`config.mk`:
```
export PLATFORM = sky130hd
export DESIGN_NAME = mem_port_arbiter
export DESIGN_NICKNAME = d
export VERILOG_FILES = /design/src/rtl/mem_port_arbiter.sv
export SDC_FILE = /design/constraint.sdc
export NUM_CORES = 1
export LEC_CHECK = 0
export CAP_MARGIN = 40
export CORE_AREA = 2 2 117 119
export DETAILED_ROUTE_END_ITERATION = 7
export DIE_AREA = 0 0 119 121
export GPL_TIMING_DRIVEN = 0
export PLACE_DENSITY = 0.88
export SYNTH_ARGS = -nofsm -noshare
export SYNTH_HDL_FRONTEND = slang
export SYNTH_SLANG_ARGS = --single-unit
```
`constraint.sdc`:
```
create_clock -name clk -period 6.3 [get_ports clk]
set_input_delay 1.26 -clock clk [delete_from_list [all_inputs] [get_ports clk]]
set_output_delay 1.26 -clock clk [all_outputs]
set_load 0.02 [all_outputs]
```
`src/rtl/mem_port_arbiter.sv`:
```
// Owner of the shared data-memory port. The host gets the port in load and readout.
// In run the cores share it round-robin, and the arbiter tracks done flags and run time.
module mem_port_arbiter #(
   parameter int NUM_CORES = 4,
   parameter int ADDR_W    = 16,
   parameter int DATA_W    = 16
) (
   input  logic                        clk,
   input  logic                        rst_n,
   input  logic [1:0]                  status,
   input  logic [ADDR_W-1:0]           com_addr,
   input  logic [DATA_W-1:0]           com_data_in,
   input  logic                        com_wr_en,
   output logic [DATA_W-1:0]           com_data_out,
   input  logic [NUM_CORES-1:0]        core_req,
   input  logic [NUM_CORES-1:0]        core_wr_en,
   input  logic [NUM_CORES*ADDR_W-1:0] core_addr,
   input  logic [NUM_CORES*DATA_W-1:0] core_wdata,
   input  logic [NUM_CORES-1:0]        core_done,
   output logic [NUM_CORES-1:0]        core_gnt,
   output logic [NUM_CORES-1:0]        core_rvalid,
   output logic [DATA_W-1:0]           core_rdata,
   output logic [ADDR_W-1:0]           mem_addr,
   output logic [DATA_W-1:0]           mem_wdata,
   output logic                        mem_wr_en,
   input  logic [DATA_W-1:0]           mem_rdata,
   output logic                        end_process,
   output logic [31:0]                 run_cycles
);

   localparam int PTR_W = (NUM_CORES > 1) ? $clog2(NUM_CORES) : 1;
   localparam int SUM_W = PTR_W + 1;
   localparam logic [1:0] ST_LOAD = 2'b00;
   localparam logic [1:0] ST_RUN  = 2'b01;
   localparam logic [1:0] ST_READ = 2'b10;
   localparam logic [NUM_CORES-1:0] ALL_DONE = '1;

   function automatic logic [31:0] sat_inc(input logic [31:0] v);
      return (v == 32'hFFFF_FFFF) ? v : v + 32'd1;
   endfunction

   // Modulo-NUM_CORES add that also works for non-power-of-two core counts.
   function automatic logic [PTR_W-1:0] wrap_add(input logic [PTR_W-1:0] base,
                                                 input logic [PTR_W-1:0] off);
      logic [SUM_W-1:0] s;
      s = {1'b0, base} + {1'b0, off};
      if (s >= SUM_W'(NUM_CORES)) s = s - SUM_W'(NUM_CORES);
      return s[PTR_W-1:0];
   endfunction

   logic [PTR_W-1:0]     rr_ptr_q, rr_ptr_d;
   logic [NUM_CORES-1:0] rvalid_q, rvalid_d;
   logic [NUM_CORES-1:0] done_mask_q, done_mask_d;
   logic                 end_q, end_d;
   logic [31:0]          cyc_q, cyc_d;
   logic [1:0]           prev_status_q;

   logic                 run_mode, host_mode, run_entry;
   logic [PTR_W-1:0]     scan_base, scan_idx, winner;
   logic                 win_vld;
   logic [NUM_CORES-1:0] gnt, done_acc;

   assign run_mode  = (status == ST_RUN);
   assign host_mode = (status == ST_LOAD) || (status == ST_READ);
   assign run_entry = run_mode && (prev_status_q != ST_RUN);
   // The pointer is cleared on run entry, yet that cycle must already arbitrate from 0.
   assign scan_base = run_entry ? '0 : rr_ptr_q;

   always_comb begin
      winner   = '0;
      win_vld  = 1'b0;
      scan_idx = '0;
      if (run_mode) begin
         for (int k = 0; k < NUM_CORES; k++) begin
            scan_idx = wrap_add(scan_base, PTR_W'(k));
            if (!win_vld && core_req[scan_idx]) begin
               win_vld = 1'b1;
               winner  = scan_idx;
            end
         end
      end
   end

   always_comb begin
      gnt = '0;
      if (win_vld) gnt[winner] = 1'b1;
   end

   always_comb begin
      mem_addr  = '0;
      mem_wdata = '0;
      mem_wr_en = 1'b0;
      if (host_mode) begin
         mem_addr  = com_addr;
         mem_wdata = com_data_in;
         mem_wr_en = com_wr_en;
      end else if (run_mode) begin
         for (int i = 0; i < NUM_CORES; i++) begin
            if (gnt[i]) begin
               mem_addr  = core_addr[i*ADDR_W +: ADDR_W];
               mem_wdata = core_wdata[i*DATA_W +: DATA_W];
               mem_wr_en = core_wr_en[i];
            end
         end
      end
   end

   always_comb begin
      rr_ptr_d    = rr_ptr_q;
      done_mask_d = done_mask_q;
      end_d       = end_q;
      cyc_d       = cyc_q;
      // Read return is keyed only on the grant, so a status change cannot drop it.
      rvalid_d    = gnt & ~core_wr_en;
      done_acc    = (run_entry ? '0 : done_mask_q) | core_done;
      if (win_vld) begin
         rr_ptr_d = wrap_add(winner, PTR_W'(1));
      end else if (run_entry) begin
         rr_ptr_d = '0;
      end
      if (run_mode) begin
         done_mask_d = done_acc;
         if (run_entry) begin
            end_d = (done_acc == ALL_DONE);
            cyc_d = sat_inc(32'd0);
         end else begin
            end_d = end_q | (done_acc == ALL_DONE);
            if (!end_q) cyc_d = sat_inc(cyc_q);
         end
      end
   end

   always_ff @(posedge clk or negedge rst_n) begin
      if (!rst_n) begin
         rr_ptr_q      <= '0;
         rvalid_q      <= '0;
         done_mask_q   <= '0;
         end_q         <= 1'b0;
         cyc_q         <= '0;
         prev_status_q <= ST_LOAD;
      end else begin
         rr_ptr_q      <= rr_ptr_d;
         rvalid_q      <= rvalid_d;
         done_mask_q   <= done_mask_d;
         end_q         <= end_d;
         cyc_q         <= cyc_d;
         prev_status_q <= status;
      end
   end

   assign core_gnt     = gnt;
   assign core_rvalid  = rvalid_q;
   assign core_rdata   = mem_rdata;
   assign com_data_out = mem_rdata;
   assign end_process  = end_q;
   assign run_cycles   = cyc_q;

endmodule

```
==> impl_metrics.yaml <==
logic_synthesis:
  synth_area_leaders: "dfrtp_1, a21oi_1, o22ai_2"
  ys.flop_type: "dfrtp_1"
  synth_compound_area_frac: 0.3064
  yosys.area_share.simple: 0.2555
  post-synth-top-count-cell: "a21oi_1"
  muxShareOfSynthArea: 0.008632
  netlist.area_leader.share: 0.2428
  synth_area_sq_um: 4638
  synthTopCellsByCount: "a21oi_1, nor2_1, nand2_1"
  syn_inst: 628
  ys_warn_count: 0
  synth-edff-count: 0
  ys_types: 60
  syn_area_per_cell_sq_um: 7.386
  ys_ff_latch: 45
  syn-num-nets: 826
  synth_top_cell_by_area: "dfrtp_1"
  synthAdderAreaFrac: 0.01349
  async_reset_ff_frac: 1.000
  ys_seq_area_frac: 0.2428
  post_synth_xor_area_fraction: 0.03399
  synth_top_family_by_area: "compound AO/OA/AOI/OAI gates"
sta:
  setup_viol: 0
  maxSlewHeadroom: 0.5187
  period_needed_ns: 6.218
  fmax_ghz: 0.1608
  rsz0062_at_grt: "true"
  worst_pin_slew_ns: 0.7220
  final-hold-violation-count: 0
  final.period_utilization: 0.9870
  fin_skew_ns: 0.005891
  setup-tns-final_ns: 0
  slew_violations: 0
clock_tree:
  cts_tree: "done"
  max-clock-path-buffers: 2
  clk_latency_ns: 0.29
  root_buffer: "clkbuf_16"
  ctsHtreeMaxLevel: 2
  cts_made_buffers: 5
  clkTransAtPathRegs_ns: 0.06
  clock-sinks: 45
layout:
  layout-drive-gt1-share: 0.1620
  multi_input_comb_area_sq_um: 2908
  nets: 1118
  diodes: 0
  syn_to_final_growth_pct: 69.65
  register_area_sq_um: 1126
  n_fill_cell: 1176
drt:
  postRouteAntennaNets: 0
  drt_iter0_markers: 500
  viasPerCell: 5.328
  drc_errors: 0
  wl_per_cell_um: 17.58
  first_pass_iters: 6
  routed_wl_mm: 19.27
  num_vias: 5840
power:
  swShare: 0.4063
  intPower_mw: 0.9365
  power_leakage_nw: 3.311
  power.share.clock: 0.183
  total_power_mw: 1.578
  peakVddDrop_mv: 0.09199
  combinationalPowerShare: 0.607
  seq_power_share: 0.210
  p_per_area_nw_per_um2: 200.5
  power_switching_mw: 0.6410
worst_setup_path:
  crit_fanout: 10
  r2r_cells: 11
  critPathKind: "in2out"
  r2r_end: "core_rvalid[1]$_DFF_PN0_"
  critPathRequiredTime_ns: 5.04
  worstReg2RegStart: "rr_ptr_q[0]$_DFF_PN0_"
  crit_path_end_kind: "output pin"
  r2r_setup_slack_ns: 3.48
  arrival_ns: 4.96
  crit_path_start_kind: "primary input"
hold_path:
  holdPathStages: 1
  min_to: "done_mask_q[1]$_DFFE_PN0P_"
  min-delay-start: "done_mask_q[1]$_DFFE_PN0P_"
  hold_class: "reg2reg"
status:
  status: "finished clean"
floorplanning:
  coreArea_sq_um: 13090
  rows: 42
  num_io_pins: 299
  start_util: 0.3545
  die_x_um: 119
  die_h_um: 121
  die-area_sq_um: 14400
global_route:
  grt_pass1_wl_mm: 28.69
  grt_pass1_vias: 5534
  gr-usage-all-layers: 0.2503
  grt_max_degree: 36
  antenna_found_initial: 0
  overflow: 0
place:
  gp_congestion: 0.9249
  io_buffer_count: 282
  place_hpwl_mm: 15.65
job:
  maxCapViolations: 0
placed cells by master, fill, tap and decap left out, types with 6 or more instances in the layout:
cell             count
a21oi_1            113
and3_1              10
buf_2               16
buf_4               37
buf_6                6
clkbuf_1             9
clkbuf_2            21
clkbuf_4             8
clkdlybuf4s50_1    248
dfrtp_1             45
dlygate4sd2_1       14
inv_1               44
nand2_1             55
nand3_1             15
nand3b_1            30
nor2_1              65
nor3_1               7
nor4_1               9
o21a_1               6
o21ai_0             13
o22ai_2             32
xnor2_1             10
xor2_1               8
power groups by stage:
stage	logic (mW)	clock network (mW)	registers (mW)
after global routing	1.04	0.305	0.334
after detailed placement	0.937	0	0.336
final	0.957	0.289	0.331
after global placement	0.922	0	0.335
after floorplan	0.565	0	0.341
after CTS	0.947	0.291	0.330
area by class of cell:
class / instances / area share
clock buffers: 5 / 0.01590
plain buffers: 78 / 0.06631
inverters: 44 / 0.02099
multi-input cells: 460 / 0.3695
repair buffers: 286 / 0.3517
well taps: 176 / 0.02799
flip-flops and latches: 45 / 0.1431
clock inverters: 2 / 0.004452
metrics by stage:
step           std cells  instance area, sq um  setup WS [ns]  hold slack [ns]  utilization
6_report            1096                  7869        0.08167           0.5055       0.6014
5_1_grt             1096                  7869        -0.1381           0.5280       0.6014
2_1_floorplan        628                  4638         0.9554           0.4661            -
3_3_place_gp        1086                  7681        -0.7435           0.4836       0.5870
3_5_place_dp        1087                  7696        -0.7587           0.4910       0.5882
4_1_cts             1095                  7899       0.003900           0.5074       0.6037
what timing repair did:
action                     in CTS  in global routing
setup endpoints to repair      35                 34
pin swaps                       0                  1
gates resized for setup        68                 41
hold buffers                    0                  0
buffers inserted                2                  1
cloned                          0                  0
metal layers:
layer / vias to the layer above / wire (um) / track usage
met5: - / 0 / 0
met2: 322 / 9769 / 0.4458
met1: 2710 / 7315 / 0.3099
met3: 33 / 1836 / 0.05827
li1: 2775 / - / -
met4: 0 / 349 / 0.04836
state kept, by name (all words and copies together) (netlist names):
| register | flops |
|---|---|
| core_rvalid | 4 |
| done_mask_q | 4 |
| end_process | 1 |
| prev_status_q | 2 |
| rr_ptr_q | 2 |
| run_cycles | 32 |
cell families after synthesis:
| family | Yosys count |
|---|---|
| mux | 4 |
| xor+xnor | 18 |
| buf+inv | 123 |
| flops | 45 |
| simple gates | 227 |
| fa+ha+maj | 5 |
| compound gates | 206 |
how the worst max path moves through the flow:
stage / startpoint / endpoint / slack [ns] / cells after the start
after floorplan: status[0] / mem_addr[15] / 0.96 / 15
after global placement: status[0] / mem_addr[15] / -0.74 / 17
after global routing: status[0] / mem_wdata[9] / -0.14 / 18
final: status[0] / mem_wdata[5] / 0.08 / 19
after CTS: status[0] / mem_wdata[5] / 0.004 / 17
after detailed placement: status[0] / mem_addr[15] / -0.76 / 17
worst max-delay path: stages:
cell	delay, ns
clkdlybuf4s50_1	0.47
buf_4	0.17
nand2b_1	0.08
buf_6	0.15
nor2_2	0.31
a2bb2oi_1	0.23
o211ai_1	0.16
and3_1	0.22
o21a_1	0.21
ha_1	0.22
clkbuf_4	0.20
clkbuf_4	0.21
nand2_1	0.08
a21oi_1	0.06
a21oi_1	0.18
nor2_1	0.06
a21oi_1	0.23
o22ai_2	0.09
dlygate4sd2_1	0.35
No activity file was read; power rests on OpenSTA's default activity.
==> variant: new RTL, same flow settings <==
`DATA_W`: 16 -> 20.
--- a/src/rtl/mem_port_arbiter.sv
+++ b/src/rtl/mem_port_arbiter.sv
@@ -4,5 +4,5 @@
    parameter int NUM_CORES = 4,
    parameter int ADDR_W    = 16,
-   parameter int DATA_W    = 16
+   parameter int DATA_W    = 20
 ) (
    input  logic                        clk,
Ports: changed (6 resized); port bits go from 299 to 335. No check against the original RTL was run, so the function may have changed too.
==> variant against the original RTL <==
Sequential cell count unchanged. Largest cell class unchanged. Design area increased by 0.45%. Worst setup slack got worse by 13 ps. Synthesized area shrank 5.9%. Critical path type unchanged. Total power shrank 4.2%. Highest routed layer unchanged. Largest power group unchanged. Routed wire length up 21%. Die area is the same. Critical endpoint is now mem_addr[8].
==> variant: results <==
[hold_path]
hold_start = "done_mask_q[2]"
holdPathEnd = "done_mask_q[2]"

[placed_design]
hpwl_mm = 18.94
pre_cts_slack_ps = -619.0
placed_area_um2 = 7740
numPortBuffers = 313
gp_congestion = 0.9271

[yosys]
synth.area.top_cells = "dfrtp_1 (26%), a221o_1 (8.0%), buf_4 (6.9%)"
synthAdderAreaFrac_pct = 1.433
synth_common_cells = "a21oi_1 (52), nand2_1 (50), dfrtp_1 (45), o21ai_0 (45)"
synth_compound_area_share_pct = 25.86
avgSynthCellArea_um2 = 7.656
ys_seq_area_share_pct = 25.80
synth_mux_area_share_pct = 0.4874
syn-num-nets = 792
synth_cell_types = 58
syn_area_um2 = 4364
synthXorXnorAreaFrac_pct = 4.415

[route]
wirelength_mm = 23.27
viasPerCell = 5.356
num_vias = 5731
wl_met3_mm = 3.644
wl_met1_mm = 8.922
drtPass1Iterations = 5
initialDrtViolationCount = 438

[sta]
hold_ws_ps = 501.6
fin_crit_sh_pct = 98.91

[layout]
fillers = 1136
drive_gt1_share_pct = 12.65

[global_route]
grt_use_met3_pct = 20.02
grt_pass1_wl_mm = 33.31
grtUsageTotal_pct = 30.73
gr-usage-met1_pct = 35.96
antenna_found_initial = 1
met2_usage_pct = 47.38
grt_max_degree = 25

[run_status]
outcome = "completed"

[worst_setup_path]
ff2ff_path_depth = 13
endpoint = "mem_addr[8]"
r2r_setup_slack_ps = 3190
slowest_delay_ps = 510

[pwr]
ir_drop_uv = 112.1
-- variant: repair_timing --
action,in CTS,in global routing
setup endpoints to repair,37,36
buffers inserted,1,1
resized for setup,54,42
hold buffers,0,0
pin swaps,1,1
-- variant: cell type report --
type                            instances  area, um^2  share of cell area [%]
Timing Repair Buffer                  316        3084                   39.02
Multi-Input combinational cell        435        2765                   34.98
Sequential cell                        45        1126                   14.25
Buffer                                 80       495.5                   6.269
Tap cell                              176       220.2                   2.786
Clock buffer                            6       138.9                   1.757
Clock inverter                          2       37.54                  0.4749
Inverter                                9       33.78                  0.4274
Antenna cell                            1       2.502                 0.03166
-- variant: power by group --
| group | internal (mW) | switching [mW] |
|---|---|---|
| Combinational | 0.401 | 0.472 |
| Clock | 0.198 | 0.114 |
| Sequential | 0.307 | 0.0182 |
| Total | 0.907 | 0.604 |
